===== config.mk =====
export PLATFORM = sky130hd
export DESIGN_NAME = stream_pack_16to64_flat
export DESIGN_NICKNAME = d
export VERILOG_FILES = /design/src/rtl/stream_pack_16to64_if.sv /design/src/rtl/stream_pack_16to64.sv /design/src/flat_wrapper.sv
export SDC_FILE = /design/constraint.sdc
export NUM_CORES = 1
export LEC_CHECK = 0
export CAP_MARGIN = 20
export CORE_AREA = 8 8 121 167
export CTS_BUF_LIST = sky130_fd_sc_hd__clkbuf_4
export DETAILED_ROUTE_END_ITERATION = 12
export DIE_AREA = 0 0 129 175
export MAX_ROUTING_LAYER = met4
export PLACE_DENSITY = 0.93
export SYNTH_ARGS = -nofsm -noshare
export SYNTH_HDL_FRONTEND = slang
export SYNTH_SLANG_ARGS = --single-unit
export TNS_END_PERCENT = 100

===== constraint.sdc =====
create_clock -name aclk -period 16.7 [get_ports aclk]
set_clock_uncertainty 0.05 [all_clocks]
set_input_delay 2.505 -clock aclk [delete_from_list [all_inputs] [get_ports aclk]]
set_output_delay 2.505 -clock aclk [all_outputs]
set_load 0.03 [all_outputs]

===== src/rtl/stream_pack_16to64_if.sv =====
// Handshake bundle for the 16-to-64 packer: input word stream,
// flush request, output beat stream and packet counter.
interface stream_pack_16to64_if;
  logic [15:0] in_tdata;
  logic        in_tvalid;
  logic        in_tready;
  logic        flush;
  logic [63:0] out_tdata;
  logic [7:0]  out_tkeep;
  logic        out_tlast;
  logic        out_tvalid;
  logic        out_tready;
  logic [15:0] pkt_cnt;

  modport master (
    output in_tdata, in_tvalid, flush, out_tready,
    input  in_tready, out_tdata, out_tkeep, out_tlast,
    input  out_tvalid, pkt_cnt
  );

  modport slave (
    input  in_tdata, in_tvalid, flush, out_tready,
    output in_tready, out_tdata, out_tkeep, out_tlast,
    output out_tvalid, pkt_cnt
  );
endinterface


===== src/rtl/stream_pack_16to64.sv =====
// Packs four 16-bit words into 64-bit beats, frames packets with tlast,
// supports early flush with byte-masked partial beats, 2-entry out buffer.
module stream_pack_16to64 #(
  parameter int PKT_BEATS = 8
) (
  input logic aclk,
  input logic reset_p,
  stream_pack_16to64_if.slave io
);
  localparam logic [7:0] LAST_BEAT = 8'(PKT_BEATS - 1);

  typedef struct packed {
    logic [63:0] data;
    logic [7:0]  keep;
    logic        last;
  } beat_t;

  logic [1:0]  lane;
  logic [47:0] acc;
  logic [7:0]  beat_cnt;
  logic        flush_pend;
  beat_t       mem [2];
  logic        rd_ptr;
  logic        wr_ptr;
  logic [1:0]  buf_count;
  logic [15:0] pkt_q;

  logic        ready;
  logic        take;
  logic        pop;
  logic        fp;
  logic        push;
  logic [1:0]  lane_nxt;
  logic [47:0] acc_nxt;
  logic [7:0]  part_keep;
  beat_t       beat;

  assign ready = (buf_count != 2'd2);
  assign take  = io.in_tvalid & ready;
  assign pop   = (buf_count != 2'd0) & io.out_tready;
  assign fp    = flush_pend | io.flush;

  always_comb begin
    part_keep = 8'h00;
    case (lane_nxt)
      2'd1:    part_keep = 8'h03;
      2'd2:    part_keep = 8'h0F;
      2'd3:    part_keep = 8'h3F;
      default: part_keep = 8'h00;
    endcase
  end

  // acc is cleared on every push, so unused partial slots read as zero
  always_comb begin
    acc_nxt  = acc;
    lane_nxt = lane;
    push     = 1'b0;
    beat     = '0;
    if (take && lane != 2'd3) begin
      acc_nxt[16*lane +: 16] = io.in_tdata;
      lane_nxt = lane + 2'd1;
    end
    if (take && lane == 2'd3) begin
      push      = 1'b1;
      beat.data = {io.in_tdata, acc};
      beat.keep = 8'hFF;
      beat.last = fp | (beat_cnt == LAST_BEAT);
    end else if (ready && fp && lane_nxt != 2'd0) begin
      push      = 1'b1;
      beat.data = {16'h0000, acc_nxt};
      beat.keep = part_keep;
      beat.last = 1'b1;
    end
  end

  always_ff @(posedge aclk or posedge reset_p) begin
    if (reset_p) begin
      lane       <= 2'd0;
      acc        <= '0;
      beat_cnt   <= 8'd0;
      flush_pend <= 1'b0;
      mem[0]     <= '0;
      mem[1]     <= '0;
      rd_ptr     <= 1'b0;
      wr_ptr     <= 1'b0;
      buf_count  <= 2'd0;
      pkt_q      <= 16'd0;
    end else begin
      flush_pend <= ready ? 1'b0 : fp;
      if (push) begin
        lane        <= 2'd0;
        acc         <= '0;
        beat_cnt    <= beat.last ? 8'd0 : beat_cnt + 8'd1;
        mem[wr_ptr] <= beat;
        wr_ptr      <= ~wr_ptr;
      end else begin
        lane <= lane_nxt;
        acc  <= acc_nxt;
      end
      if (pop) begin
        rd_ptr <= ~rd_ptr;
        if (mem[rd_ptr].last) pkt_q <= pkt_q + 16'd1;
      end
      case ({push, pop})
        2'b10:   buf_count <= buf_count + 2'd1;
        2'b01:   buf_count <= buf_count - 2'd1;
        default: buf_count <= buf_count;
      endcase
    end
  end

  assign io.in_tready  = ready;
  assign io.out_tvalid = (buf_count != 2'd0);
  assign io.out_tdata  = mem[rd_ptr].data;
  assign io.out_tkeep  = mem[rd_ptr].keep;
  assign io.out_tlast  = mem[rd_ptr].last;
  assign io.pkt_cnt    = pkt_q;
endmodule


===== src/flat_wrapper.sv =====
// flat-port wrapper written by rule: the top's interface ports become plain ports
module stream_pack_16to64_flat 
#(
  parameter int PKT_BEATS = 8
)
  (aclk, reset_p, io_in_tdata, io_in_tvalid, io_flush, io_out_tready, io_in_tready, io_out_tdata, io_out_tkeep, io_out_tlast, io_out_tvalid, io_pkt_cnt);
  stream_pack_16to64_if io_i ();
  input logic aclk;
  input logic reset_p;
  input wire logic [$bits(io_i.in_tdata)-1:0] io_in_tdata;
  input wire logic [$bits(io_i.in_tvalid)-1:0] io_in_tvalid;
  input wire logic [$bits(io_i.flush)-1:0] io_flush;
  input wire logic [$bits(io_i.out_tready)-1:0] io_out_tready;
  output wire logic [$bits(io_i.in_tready)-1:0] io_in_tready;
  output wire logic [$bits(io_i.out_tdata)-1:0] io_out_tdata;
  output wire logic [$bits(io_i.out_tkeep)-1:0] io_out_tkeep;
  output wire logic [$bits(io_i.out_tlast)-1:0] io_out_tlast;
  output wire logic [$bits(io_i.out_tvalid)-1:0] io_out_tvalid;
  output wire logic [$bits(io_i.pkt_cnt)-1:0] io_pkt_cnt;
  assign io_i.in_tdata = io_in_tdata;
  assign io_i.in_tvalid = io_in_tvalid;
  assign io_i.flush = io_flush;
  assign io_i.out_tready = io_out_tready;
  assign io_in_tready = io_i.in_tready;
  assign io_out_tdata = io_i.out_tdata;
  assign io_out_tkeep = io_i.out_tkeep;
  assign io_out_tlast = io_i.out_tlast;
  assign io_out_tvalid = io_i.out_tvalid;
  assign io_pkt_cnt = io_i.pkt_cnt;
  stream_pack_16to64 #(.PKT_BEATS(PKT_BEATS)) u_core (.aclk(aclk), .reset_p(reset_p), .io(io_i));
endmodule

==> results of run 1 <==
worst paths after layout:
check,from,slack (ps),endpoint
max,u_core.rd_ptr$_DFFE_PP0P_,11300,io_out_tdata[36]
min,u_core.mem[2]$_DFFE_PP0P_,420,u_core.mem[2]$_DFFE_PP0P_
max reg2reg,u_core.lane[0]$_DFF_PP0_,13300,u_core.mem[17]$_DFFE_PP0P_
min reg2reg,u_core.mem[2]$_DFFE_PP0P_,420,u_core.mem[2]$_DFFE_PP0P_
max in group asynchronous,reset_p,12910,u_core.mem[25]$_DFFE_PP0P_
min in group asynchronous,reset_p,2290,u_core.mem[51]$_DFFE_PP0P_
registers in the layout, indices dropped and copies added, names as in the netlist, 2 cells and up:
| register | flops |
|---|---|
| u_core.io.pkt_cnt | 16 |
| u_core.acc | 48 |
| u_core.beat_cnt | 8 |
| u_core.buf_count | 2 |
| u_core.mem | 138 |
| u_core.lane | 2 |
metrics by stage:
stage | cells | total power [mW] | worst slack [ps]
2_1_floorplan | 1032 | 1.68 | 8210
3_3_place_gp | 1318 | 2.04 | 11440
3_5_place_dp | 1318 | 2.09 | 11330
4_1_cts | 1401 | 2.48 | 11100
5_1_grt | 1405 | 2.62 | 11200
6_report | 1405 | 2.48 | 11300
layer usage:
layer	track usage [%]	share of wire (%)	wire [um]	vias up
li1	-	-	-	3766
met3	4.33	7.8	2170	103
met1	30.2	39	10800	4233
met4	14.1	4.5	1240	0
met2	39.8	49	13500	427
met5	-	0	0	-
cell type report:
cell class                      count  area [sq um]  share of cell area [%]
Sequential cell                   217          5430                    45.0
Multi-Input combinational cell    630          4140                    34.3
Timing Repair Buffer              122          1230                    10.1
Clock buffer                       62           465                    3.85
Inverter                          111           424                    3.51
Tap cell                          240           300                    2.48
Clock inverter                     21          90.1                   0.745
Antenna cell                        2          5.00                  0.0414
cell families after synthesis:
logic type,after synthesis,synth area share [%]
AO/OA/AOI/OAI,204,15.5
XOR/XNOR,22,1.86
adder cells (fa/ha/maj),8,0.966
buffers and inverters,185,7.86
flip-flops,217,52.4
multiplexers,70,7.00
AND/OR/NAND/NOR,326,14.5
worst register-to-register path: stages, from the launching register on:
cell,delay [ps]
dfrtp_1,600
inv_1,160
ha_1,430
nand4bb_1,250
o2111a_1,250
a21oi_4,720
buf_4,560
a221oi_1,220
power groups by stage:
| stage | registers (mW) | clock network [mW] | logic (mW) |
|---|---|---|---|
| finish | 0.844 | 0.381 | 1.25 |
| global route | 0.864 | 0.412 | 1.34 |
| CTS | 0.862 | 0.386 | 1.23 |
| detailed placement | 0.869 | 0 | 1.22 |
| global placement | 0.856 | 0 | 1.18 |
| floorplan | 0.809 | 0 | 0.868 |
cell usage in the layout (no fill, tap or decap), types with 6 or more instances in the layout:
cell,instances
dfrtp_1,216
nor2_1,156
clkdlybuf4s50_1,111
inv_1,109
a221oi_1,92
nand2_1,65
clkbuf_4,62
o21ai_0,53
mux2i_1,50
and2_1,49
a22o_1,32
mux2_2,20
xnor2_1,18
clkinv_1,13
nand3_1,11
buf_4,9
nand4_1,8
ha_1,8
clkinv_2,6
==> metrics.txt, run 1 <==
status=complete, no violations; share of layout cells above drive strength 1=10.6%; Core Footprint=0.0178 sq mm; number of remaining DRC errors=0; max incr delay on CP=800 ps; min Tclk post-route=5400 ps; Worst R2R Path Depth=7; Filler cells=1254; Synth Instances=1032; Final #Nets=1161; final core occ=68.0%; total grt overflow=0; mapped cell area=0.0104 sq mm; Placed Area=0.0115 sq mm; cts bufs inserted=50; Crit-path slowest cell=dfrtp_4; top-count cell post-synth=dfrtp_1; num rows=58; clock sink count=217; DR WL/cell=19.7 um; Pwr Density=205 mW/mm^2; Setup-failing EPs final=0; Achievable Freq=185 MHz; Worst path depth=4; share of synthesized registers carrying an async set or reset=100%; LEAKAGE=5.89 nW; drt initial violations=868; Die ar.=0.0226 sq mm; Area growth, synth to finish=16.6%; Commonest cells post-synth=dfrtp_1 (217), nor2_1 (156), inv_1 (110); first-pass GRT wire length=44400 um; Req. time, crit path=14150 ps; final hold vios=0; CP startpoint kind=flop; Min Hold Slack=420 ps; Max-Cap Viols=0; sum of negative setup slack=0 ps; Data arrival, critical path=2850 ps; CP Max Fanout=67; hold depth=1; H-tree Lvls=2; GPL Wtd Cong=0.813; Skew-Pair Late Insertion Delay=630 ps; clock slew at reported path FFs=60 ps; root buf cell=clkbuf_4; CTS resizes=0; Crit Path Class=reg -> out; Buf+Inv Stages, Crit Path=2; area fraction of the dominant cell type after synthesis=52.4%; EDFF count, synth=0; TritonRoute pass-1 iters=5; CTS Hold Bufs=0; Int Power=1.39 mW; DIE HEIGHT=175 um; initial antenna violation count=2; count of input and output buffers=111; CTS tree=yes; Syn Nets=1061; crit path capture type=output port; drt via density=6.07; Flop pwr share=34.1%; Worst Tran Pin Value=1160 ps; Hold WC Path Type=reg -> reg; crit path cell chain=buf_12 -> nand2_1 -> o21ai_0 -> clkdlybuf4s50_1; Distinct cells, synth=55; post-route cell area=0.0121 sq mm; top post-synthesis cells by area=dfrtp_1 (52%), a221oi_1 (7.8%), nor2_1 (5.6%); Total GRT Usage=25.3%; logic gate share of total power=50.6%; num ports=112; Clock Path Buffers=3; Post CTS Setup Buffer Count=0; syn_area_per_cell=10.0 sq um; vias in the first global route=8767; Antenna Nets Post-Route=0; max-slew violations=0; sequential share of the synthesized area=52.4%; family with the most delay on the worst path=buffers and inverters; Net Sw Frac=44.0%; Synth Register Bits=217; DRT Wirelength=27600 um; Clock power frac=15.4%; Synth Flop Type=dfrtp_1; hpwl dp=16900 um; vias post-DR=8529; largest net degree at the start of global routing=129; Die W=129 um; synth warn=0; P_sw=1.09 mW; RSZ-0062 raised after global routing=no; final worst path period share=32.4%; Max VDD drop=0.000180 V; top cell type by total area after synthesis=dfrtp_1; relative slew slack=22.4%; Initial Util=58.3%
Note: power is estimated with default switching activity, not from simulation.
==> run 2, diff against run 1 <==
--- a/config.mk
+++ b/config.mk
@@ -6,12 +6,12 @@
 export NUM_CORES = 1
 export LEC_CHECK = 0
 export CAP_MARGIN = 20
-export CORE_AREA = 8 8 121 167
+export CORE_AREA = 8 8 122 168
 export CTS_BUF_LIST = sky130_fd_sc_hd__clkbuf_4
 export DETAILED_ROUTE_END_ITERATION = 12
-export DIE_AREA = 0 0 129 175
+export DIE_AREA = 0 0 130 176
 export MAX_ROUTING_LAYER = met4
-export PLACE_DENSITY = 0.93
+export PLACE_DENSITY = 0.92
 export SYNTH_ARGS = -nofsm -noshare
 export SYNTH_HDL_FRONTEND = slang
 export SYNTH_SLANG_ARGS = --single-unit
==> constraint.sdc (replaced) <==
create_clock -name aclk -period 5.2 [get_ports aclk]
set_clock_uncertainty 0.05 [all_clocks]
set_input_delay 0.78 -clock aclk [delete_from_list [all_inputs] [get_ports aclk]]
set_output_delay 0.78 -clock aclk [all_outputs]
set_load 0.03 [all_outputs]
==> metrics.txt, run 2 (synthesis results as in run 1) <==
Antenna Nets Post-Route=0 (unchanged); Req. time, crit path=4370 ps (-9780 ps); Final #Nets=1165 (+0.34%); Crit Path Class=reg -> out; max layer used=met4; relative slew slack=22.6% (+0.19 points); Post CTS Setup Buffer Count=0 (unchanged); CTS tree=yes; Worst Tran Pin Value=1160 ps (-2.92 ps); Data arrival, critical path=3260 ps (+410 ps); share of layout cells above drive strength 1=11.5% (+0.96 points); P_sw=3.56 mW (+230%); Setup-failing EPs final=0 (unchanged); metal2 WL=14100 um (+4.6%); final worst path period share=78.6%; hpwl dp=17200 um (+1.6%); Pwr Total=8.18 mW (+230%); root buf cell=clkbuf_4; Hold WC Path Type=in -> async; multi-input logic area=0.00414 sq mm (unchanged); Placed Cells=1320 (+0.15%); logic gate share of total power=49.3% (-1.3 points); sum of negative setup slack=0 ps (unchanged); Clock Path Buffers=3 (unchanged); commonest non-fill, non-tap cell in the layout=dfrtp_1; initial antenna violation count=1 (-1); Total GRT Usage=26.0% (+0.75 points); Seq. cell area=0.00543 sq mm (unchanged); Filler cells=1308 (+4.3%); met1 wire length=11000 um (+2.1%); RSZ-0062 raised after global routing=no; Achievable Freq=245 MHz; Max-Cap Viols=0 (unchanged); Pwr Density=669 mW/mm^2 (+230%); clock sink count=217 (unchanged); Initial Util=57.8% (-0.47 points); CP startpoint kind=flop; commonest non-fill, non-tap cells in the layout=dfrtp_1 (216), nor2_1 (156), clkdlybuf4s50_1 (111); Int Power=4.62 mW (+230%); cts bufs inserted=52 (+4.0%); max-slew violations=0 (unchanged); clock slew at reported path FFs=70 ps (about the same); Area growth, synth to finish=17.9%; Clock power frac=17.0% (+1.6 points); largest net degree at the start of global routing=104 (-19%); num rows=58 (unchanged); final worst setup slack=1110 ps (-10180 ps); vias post-DR=8541 (+0.14%); Max VDD drop=0.000652 V (+260%); max reg flops=138 (unchanged); vias in the first global route=9016 (+2.8%); Net Sw Frac=43.5% (-0.42 points); Min Hold Slack=395 ps (-24.5 ps); Layout Cells excl Fill=1413 (+0.57%); status=complete, no violations; DR WL/cell=20.2 um (+2.4%); Flop pwr share=33.7% (-0.4 points); DRT Wirelength=28500 um (+3.0%); TritonRoute pass-1 iters=5 (unchanged); count of input and output buffers=111 (unchanged); total grt overflow=0 (unchanged); LEAKAGE=5.95 nW (+1.1%); DR WL met3=2340 um (+8.2%); H-tree Lvls=2 (unchanged); Core Footprint=0.0179 sq mm (+0.82%); pre-CTS setup slack=1670 ps (-9660 ps); min Tclk post-route=4090 ps; Worst R2R Path Depth=7 (unchanged); final hold vios=0 (unchanged); first-pass GRT wire length=45800 um (+3.3%); Die W=130 um (+0.78%); CTS resizes=0 (unchanged); number of remaining DRC errors=0 (unchanged); CP Max Fanout=91 (+36%); crit path capture type=output port; drt via density=6.04 (-0.43%); CTS Hold Bufs=0 (unchanged); Biggest register=u_core.mem; Skew-Pair Late Insertion Delay=690 ps (+60 ps); drt initial violations=766 (-12%); num ports=112 (unchanged); GPL Wtd Cong=0.835 (+2.8%); DIE HEIGHT=176 um (+0.57%); Die ar.=0.0229 sq mm (+1.4%)
[run 2: changes by cell type in the layout (fill, tap and decap cells not counted)]
cell,before,now
clkbuf_4,62,75
clkinv_1,13,8
buf_12,1,5
clkinv_2,6,2
buf_16,1,0
buf_4,9,8
bufinv_16,0,1
clkinvlp_4,1,2
diode_2,2,3
inv_8,1,0
[run 2: worst max-delay path: stages (launching register included)]
cell and delay [ps]:
dfrtp_4 1050, buf_4 460, nand2_1 90, o21ai_0 170
clkdlybuf4s50_1 750
[run 2: metrics by stage]
step                util (%)  cell area, sq um
finish                  68.2             12200
global route            68.1             12200
CTS                     67.9             12200
detailed placement      64.3             11500
global placement        64.3             11500
floorplan                  -             10400
[run 2: path summary, 6_finish.rpt]
| kind | start | slack (ps) | end |
|---|---|---|---|
| max in group asynchronous | reset_p | 3860 | u_core.mem[130]$_DFFE_PP0P_ |
| min | reset_p | 400 | u_core.mem[88]$_DFFE_PP0P_ |
| max reg2reg | u_core.lane[0]$_DFF_PP0_ | 1900 | u_core.mem[26]$_DFFE_PP0P_ |
| min in group aclk | u_core.mem[75]$_DFFE_PP0P_ | 430 | u_core.mem[75]$_DFFE_PP0P_ |
| min reg2reg | u_core.mem[75]$_DFFE_PP0P_ | 430 | u_core.mem[75]$_DFFE_PP0P_ |
| max | u_core.rd_ptr$_DFFE_PP0P_ | 1110 | io_out_tdata[39] |
[run 2: layout make-up]
cell class                      instances  share of cell area, %
Timing Repair Buffer                  124                   10.4
Multi-Input combinational cell        630                   33.9
Tap cell                              240                   2.46
Clock buffer                           75                   4.61
Clock inverter                         13                  0.666
Antenna cell                            3                 0.0614
Inverter                              111                   3.44
Sequential cell                       217                   44.5
[run 2: per-layer routing]
layer  GRT usage, %  up-vias
li1               -     3801
met1           30.2     4211
met2           42.1      442
met3           5.07       87
met4           13.6        0
met5              -        -
[run 2: power by group through the flow]
stage / registers, mW / clock network [mW] / logic (mW)
floorplan: 2.60 / 0 / 2.79
global placement: 2.72 / 0 / 3.89
detailed placement: 2.76 / 0 / 4.00
CTS: 2.74 / 1.41 / 4.02
global route: 2.83 / 1.49 / 4.33
finish: 2.76 / 1.39 / 4.03
